$ cat config.mk
export PLATFORM = sky130hd
export DESIGN_NAME = fifo_wptr_full_flat
export DESIGN_NICKNAME = d
export VERILOG_FILES = /design/src/rtl/fifo_pkg.sv /design/src/rtl/fifo_wptr_full_if.sv /design/src/rtl/sync_2ff_bus.sv /design/src/rtl/fifo_wptr_full.sv /design/src/flat_wrapper.sv
export SDC_FILE = /design/constraint.sdc
export NUM_CORES = 1
export LEC_CHECK = 0
export BUFFER_PORTS_ARGS = -buffer_cell sky130_fd_sc_hd__buf_2
export CAP_MARGIN = 20
export CORE_ASPECT_RATIO = 1.75
export CORE_MARGIN = 2
export CORE_UTILIZATION = 57
export CTS_BUF_LIST = sky130_fd_sc_hd__clkbuf_4 sky130_fd_sc_hd__clkbuf_8
export CTS_CLUSTER_DIAMETER = 60
export DETAILED_ROUTE_END_ITERATION = 16
export HOLD_SLACK_MARGIN = 0.15
export PLACE_DENSITY = 0.81
export REMOVE_ABC_BUFFERS = 1
export SYNTH_ARGS = -nofsm -noshare
export SYNTH_HDL_FRONTEND = slang
export SYNTH_SLANG_ARGS = --single-unit
$ cat constraint.sdc
create_clock -name w_clk -period 4.7 [get_ports w_clk]
set_input_delay 1.41 -clock w_clk [delete_from_list [all_inputs] [get_ports w_clk]]
set_output_delay 1.41 -clock w_clk [all_outputs]
set_load 0.01 [all_outputs]
$ cat src/rtl/fifo_pkg.sv
// ============================================================================
// Module      : fifo_pkg
// Description : Shared constants and Gray/binary conversions for the async FIFO
// Revision    : 1.0 - initial release
// ============================================================================
`default_nettype none

package fifo_pkg;

   localparam int ADDR_W = 8;
   localparam int PTR_W  = ADDR_W + 1;

   // Conversions work on 32-bit values so any pointer width up to 32 can reuse them.
   function automatic logic [31:0] bin2gray(input logic [31:0] bin);
      return bin ^ (bin >> 1);
   endfunction

   function automatic logic [31:0] gray2bin(input logic [31:0] gray);
      logic [31:0] bin;
      bin = gray;
      for (int i = 1; i < 32; i++) begin
         bin = bin ^ (gray >> i);
      end
      return bin;
   endfunction

endpackage

`default_nettype wire

$ cat src/rtl/fifo_wptr_full_if.sv
// ============================================================================
// Module      : fifo_wptr_full_if
// Description : Write-side control bundle between producer and write-pointer stage
// Revision    : 1.0 - initial release
// ============================================================================
`default_nettype none

interface fifo_wptr_full_if #(
   parameter int ADDR_W = fifo_pkg::ADDR_W
);
   localparam int PTR_W = ADDR_W + 1;

   logic              w_en;
   logic [PTR_W-1:0]  r_gray_ptr;
   logic [ADDR_W-1:0] w_addr;
   logic [PTR_W-1:0]  w_gray_ptr;
   logic              w_full;
   logic              w_almost_full;
   logic [PTR_W-1:0]  w_level;
   logic              w_overflow;

   modport master (
      output w_en,
      output r_gray_ptr,
      input  w_addr,
      input  w_gray_ptr,
      input  w_full,
      input  w_almost_full,
      input  w_level,
      input  w_overflow
   );

   modport slave (
      input  w_en,
      input  r_gray_ptr,
      output w_addr,
      output w_gray_ptr,
      output w_full,
      output w_almost_full,
      output w_level,
      output w_overflow
   );

endinterface

`default_nettype wire

$ cat src/rtl/sync_2ff_bus.sv
// ============================================================================
// Module      : sync_2ff_bus
// Description : Two-flop bus synchroniser; input must be Gray-coded or otherwise stable
// Revision    : 1.0 - initial release
// ============================================================================
`default_nettype none

module sync_2ff_bus #(
   parameter int WIDTH = 1
) (
   input  logic             clk,
   input  logic             rst_n,
   input  logic [WIDTH-1:0] d,
   output logic [WIDTH-1:0] q
);

   logic [WIDTH-1:0] r_meta;
   logic [WIDTH-1:0] r_sync;

   // First stage samples the foreign-domain bus directly, with no logic in front.
   always_ff @(posedge clk) begin
      if (!rst_n) begin
         r_meta <= '0;
         r_sync <= '0;
      end else begin
         r_meta <= d;
         r_sync <= r_meta;
      end
   end

   assign q = r_sync;

endmodule

`default_nettype wire

$ cat src/rtl/fifo_wptr_full.sv
// ============================================================================
// Module      : fifo_wptr_full
// Description : Write-domain pointer, full/almost-full, level and overflow status
// Revision    : 1.0 - initial release
// ============================================================================
`default_nettype none

module fifo_wptr_full #(
   parameter int ADDR_W       = fifo_pkg::ADDR_W,
   parameter int AFULL_THRESH = 240
) (
   input  logic                   w_clk,
   input  logic                   w_rst_n,
   fifo_wptr_full_if.slave        bus
);
   import fifo_pkg::*;

   localparam int C_PTR_W = ADDR_W + 1;

   logic [C_PTR_W-1:0] r_bin;
   logic [C_PTR_W-1:0] r_gray;
   logic [C_PTR_W-1:0] r_level;
   logic               r_full;
   logic               r_almost_full;
   logic               r_overflow;

   logic               w_accept;
   logic [C_PTR_W-1:0] w_bin_next;
   logic [C_PTR_W-1:0] w_gray_next;
   logic [C_PTR_W-1:0] w_rq2;
   logic [C_PTR_W-1:0] w_r_bin_s;
   logic [C_PTR_W-1:0] w_level_next;
   logic               w_full_next;
   logic               w_almost_full_next;

   sync_2ff_bus #(
      .WIDTH (C_PTR_W)
   ) u_rgray_sync (
      .clk   (w_clk),
      .rst_n (w_rst_n),
      .d     (bus.r_gray_ptr),
      .q     (w_rq2)
   );

   assign w_accept     = bus.w_en & ~r_full;
   assign w_bin_next   = r_bin + C_PTR_W'(w_accept);
   assign w_gray_next  = C_PTR_W'(bin2gray(32'(w_bin_next)));
   assign w_r_bin_s    = C_PTR_W'(gray2bin(32'(w_rq2)));
   assign w_level_next = w_bin_next - w_r_bin_s;

   // Full when the write pointer is one lap ahead: top two Gray bits inverted, rest equal.
   assign w_full_next = (w_gray_next ==
                         {~w_rq2[C_PTR_W-1:C_PTR_W-2], w_rq2[C_PTR_W-3:0]});
   assign w_almost_full_next = (int'(w_level_next) >= AFULL_THRESH);

   always_ff @(posedge w_clk) begin
      if (!w_rst_n) begin
         r_bin         <= '0;
         r_gray        <= '0;
         r_level       <= '0;
         r_full        <= 1'b0;
         r_almost_full <= 1'b0;
         r_overflow    <= 1'b0;
      end else begin
         r_bin         <= w_bin_next;
         r_gray        <= w_gray_next;
         r_level       <= w_level_next;
         r_full        <= w_full_next;
         r_almost_full <= w_almost_full_next;
         r_overflow    <= bus.w_en & r_full;
      end
   end

   assign bus.w_addr        = r_bin[ADDR_W-1:0];
   assign bus.w_gray_ptr    = r_gray;
   assign bus.w_full        = r_full;
   assign bus.w_almost_full = r_almost_full;
   assign bus.w_level       = r_level;
   assign bus.w_overflow    = r_overflow;

endmodule

`default_nettype wire
$ cat src/flat_wrapper.sv
// flat-port wrapper written by rule: the top's interface ports become plain ports
module fifo_wptr_full_flat import fifo_pkg::*;
#(
   parameter int ADDR_W       = fifo_pkg::ADDR_W,
   parameter int AFULL_THRESH = 240
)
  (w_clk, w_rst_n, bus_w_en, bus_r_gray_ptr, bus_w_addr, bus_w_gray_ptr, bus_w_full, bus_w_almost_full, bus_w_level, bus_w_overflow);
  fifo_wptr_full_if #(.ADDR_W(ADDR_W)) bus_i ();
  input  logic w_clk;
  input  logic w_rst_n;
  input wire logic [$bits(bus_i.w_en)-1:0] bus_w_en;
  input wire logic [$bits(bus_i.r_gray_ptr)-1:0] bus_r_gray_ptr;
  output wire logic [$bits(bus_i.w_addr)-1:0] bus_w_addr;
  output wire logic [$bits(bus_i.w_gray_ptr)-1:0] bus_w_gray_ptr;
  output wire logic [$bits(bus_i.w_full)-1:0] bus_w_full;
  output wire logic [$bits(bus_i.w_almost_full)-1:0] bus_w_almost_full;
  output wire logic [$bits(bus_i.w_level)-1:0] bus_w_level;
  output wire logic [$bits(bus_i.w_overflow)-1:0] bus_w_overflow;
  assign bus_i.w_en = bus_w_en;
  assign bus_i.r_gray_ptr = bus_r_gray_ptr;
  assign bus_w_addr = bus_i.w_addr;
  assign bus_w_gray_ptr = bus_i.w_gray_ptr;
  assign bus_w_full = bus_i.w_full;
  assign bus_w_almost_full = bus_i.w_almost_full;
  assign bus_w_level = bus_i.w_level;
  assign bus_w_overflow = bus_i.w_overflow;
  fifo_wptr_full #(.ADDR_W(ADDR_W), .AFULL_THRESH(AFULL_THRESH)) u_core (.w_clk(w_clk), .w_rst_n(w_rst_n), .bus(bus_i));
endmodule
==> results_dict.tcl <==
set metrics [dict create \
    intPower_mw 0.657 \
    globalplace.congestion 0.907 \
    crit_family "adder cells" \
    start_kind "input port" \
    cp-end-kind "flip-flop" \
    ys_seq_elements 47 \
    ant_nets 0 \
    final-setup-viol-count 0 \
    grt_max_degree 48 \
    antenna_found_initial 0 \
    min_period_over_period_pct 85.9 \
    synth_edf_count 0 \
    yosysUniqueCellTypes 42 \
    synth_area_leaders "dfxtp_1, and2_1, xnor2_1, ha_1, xor2_1" \
    antenna_cells 0 \
    yosys_warnings 0 \
    tns_ps 0 \
    worst_slack_ps 662 \
    min_period_ps 4040 \
    hold_depth 1 \
    clkSinkCount 47 \
    cts_setup_buffers 0 \
    required_ps 4950 \
    layout_common_cells "dfxtp_1, buf_2, and2_1" \
    die_w_um 51.7 \
    die_y_um 87.4 \
    clkSlewWorstSetupHoldPaths_ps 80 \
    holdBufCountCts 0 \
    cts_resized 0 \
    vdd_drop_max_uv 280 \
    synth_top_family_by_area "simple AND/OR/NAND/NOR gates" \
    grt_pass1_vias 1664 \
    total_power_mw 0.900 \
    final_common_cell "dfxtp_1" \
    rows 30 \
    drive_above_1_share_pct 20.6 \
    clkPwrFrac_pct 29.2 \
    max_slew.worst_pin.slew_ps 584 \
    vias 1728 \
    maxSlewHeadroom_pct 61.1 \
    crit_top_cell "ha_1" \
    slew_viol_final 0 \
    clk_path_buf_depth 2 \
    cts_root_buf "clkbuf_8" \
    path_cells "buf_2, nor2b_1, ha_1, ha_1, nand2_1, xnor2_1, inv_1, ha_1, o21ai_0, a21oi_1, a2bb2oi_1, xor2_1, nor4bb_1, o21a_1" \
    hpwl_um 3110 \
    power_density_nw_per_um2 343 \
    power.leakage_nw 1.22 \
    synth_xor_area_share_pct 15.8 \
    synthMuxAreaShare_pct 0.883 \
    synth-compound-area-share_pct 8.33 \
    io_pins 41 \
    seq_power_share_pct 48.9 \
    vias_per_cell 5.24 \
    cts-htree-levels 2 \
    rrSetupSlack_ps 940 \
    multiInputGateArea_um2 1250 \
    crit_fanout 9 \
    dr.pass1.iters 4 \
    finalHoldViolCount 0 \
    die_area_um2 4520 \
    crit_arrival_ps 4290 \
    dp_slack_ps 406 \
    grt_pass1_wl_um 6960 \
    port_buffers 40 \
    cap_viol_max_count 0 \
    synth_simple_gate_area_share_pct 23.7 \
    routed_wl_um 4150 \
    synthAdderAreaFrac_pct 6.40 \
    area_delta_synth_final_pct 15.8 \
    holdCritPathClass "flip-flop to flip-flop" \
    fmax_ghz 0.248 \
    syn_area_um2 2270 \
    clock_latency_ps 300 \
    core_um2 3830 \
    finish.utilization_pct 68.6 \
    netlist_instances 238 \
    r2r-start "u_core.u_rgray_sync.q[6]" \
    rsz0062_at_grt "no" \
    start_util_pct 59.2 \
    drc 0 \
    reg2reg_to "u_core.bus.w_almost_full" \
    avgSynthCellArea_um2 9.53 \
    path_buf_inv 2 \
    p_comb_share_pct 21.8 \
    async_reset_ff_share_pct 0 \
    power_switching_mw 0.243 \
    synthFlopType "dfxtp_1" \
    status "finished clean" \
    regArea_um2 941 \
    nets 304 \
    worst_path_largest_cell_delay_ps 390 \
    gr-total-overflow 0 \
    skew_ps 7.43 \
    grtUsageTotal_pct 20.4 \
    n_fill_cell 327 \
    path_class "input port to flip-flop" \
    wl_per_cell_um 12.6 \
    min_from "u_core.u_rgray_sync.r_meta[1]" \
    swShare_pct 27.0 \
    numCtsBuffers 5 \
    cts_tree "yes" \
    hold_ws_ps 436 \
    critPathSlowestCell "ha_1" \
    reg2reg_depth 13 \
    yosys.area.top_type_share_pct 41.5 \
    yosysSeqAreaShare_pct 41.5 \
    drt_iter0_drc 30 \
    whs_endpoint "u_core.u_rgray_sync.q[1]" \
    yosysTopAreaCell "dfxtp_1" \
]
cell usage after synthesis (2+ instances only):
master and instances:
dfxtp_1 47, and2_1 32, nand2_1 17, xnor2_1 15, inv_1 13, xor2_1 13
nor2_1 11, ha_1 10, nor2b_1 9, clkbuf_1 6, nand3_1 6, a21boi_0 5
a21oi_1 5, and3_1 5, nand4_1 4, nor3_1 3, nor4_1 3, o21a_1 3
o21ai_0 3, xor2_2 3, a211oi_1 2, mux2i_1 2, nand2b_1 2
registers in the layout (all words and copies together), names as in the netlist:
name	flops
u_core.bus.w_level	9
u_core.r_bin	9
u_core.u_rgray_sync.q	9
u_core.u_rgray_sync.r_meta	9
u_core.bus.w_gray_ptr	8
u_core.bus.w_almost_full	1
u_core.bus.w_full	1
u_core.bus.w_overflow	1
area by class of cell:
type	instances	area share, %
inverter	13	1.86
multi-input combinational	171	47.6
sequential	47	35.8
timing repair buffer	43	8.48
tap	48	2.29
clock inverter	1	0.286
clock buffer	7	3.67
cell families after synthesis:
| group | after synthesis |
|---|---|
| simple gates | 97 |
| flops | 47 |
| xor+xnor | 34 |
| compound gates | 27 |
| buf+inv | 20 |
| fa+ha+maj | 11 |
| mux | 2 |
per-stage QoR:
step | instance area (um^2) | std cells
floorplan | 2240 | 231
global placement | 2520 | 322
detailed placement | 2520 | 322
CTS | 2630 | 330
global route | 2630 | 330
finish | 2630 | 330
per-layer routing:
layer / wire, um / track usage (%)
met1: 1640 / 21.6
met2: 2260 / 37.5
met3: 159 / 3.26
met4: 90 / 10.3
met5: 0 / 0
worst register-to-register path: cells and delay by family (launching register included):
kind            cells  cell delay, ps
simple gates        1             200
flops               1             420
xor+xnor            7            1690
fa+ha+maj           2             600
compound gates      3             770
power groups by stage:
stage	sequential [mW]	combinational (mW)	clock [mW]
4_1_cts	0.441	0.199	0.268
3_5_place_dp	0.450	0.197	0
5_1_grt	0.444	0.222	0.285
6_report	0.440	0.197	0.263
3_3_place_gp	0.449	0.192	0
2_1_floorplan	0.463	0.126	0
worst max-delay path by stage:
stage	start	endpoint	slack (ps)	cells past startpoint
global route	bus_w_en	u_core.bus.w_almost_full	380	14
CTS	bus_w_en	u_core.bus.w_almost_full	690	14
detailed placement	bus_w_en	u_core.bus.w_almost_full	410	14
floorplan	bus_w_en	u_core.bus.w_almost_full	680	13
global placement	bus_w_en	u_core.bus.w_almost_full	570	14
finish	bus_w_en	u_core.bus.w_almost_full	660	14
(Power assumes the default switching activity.)
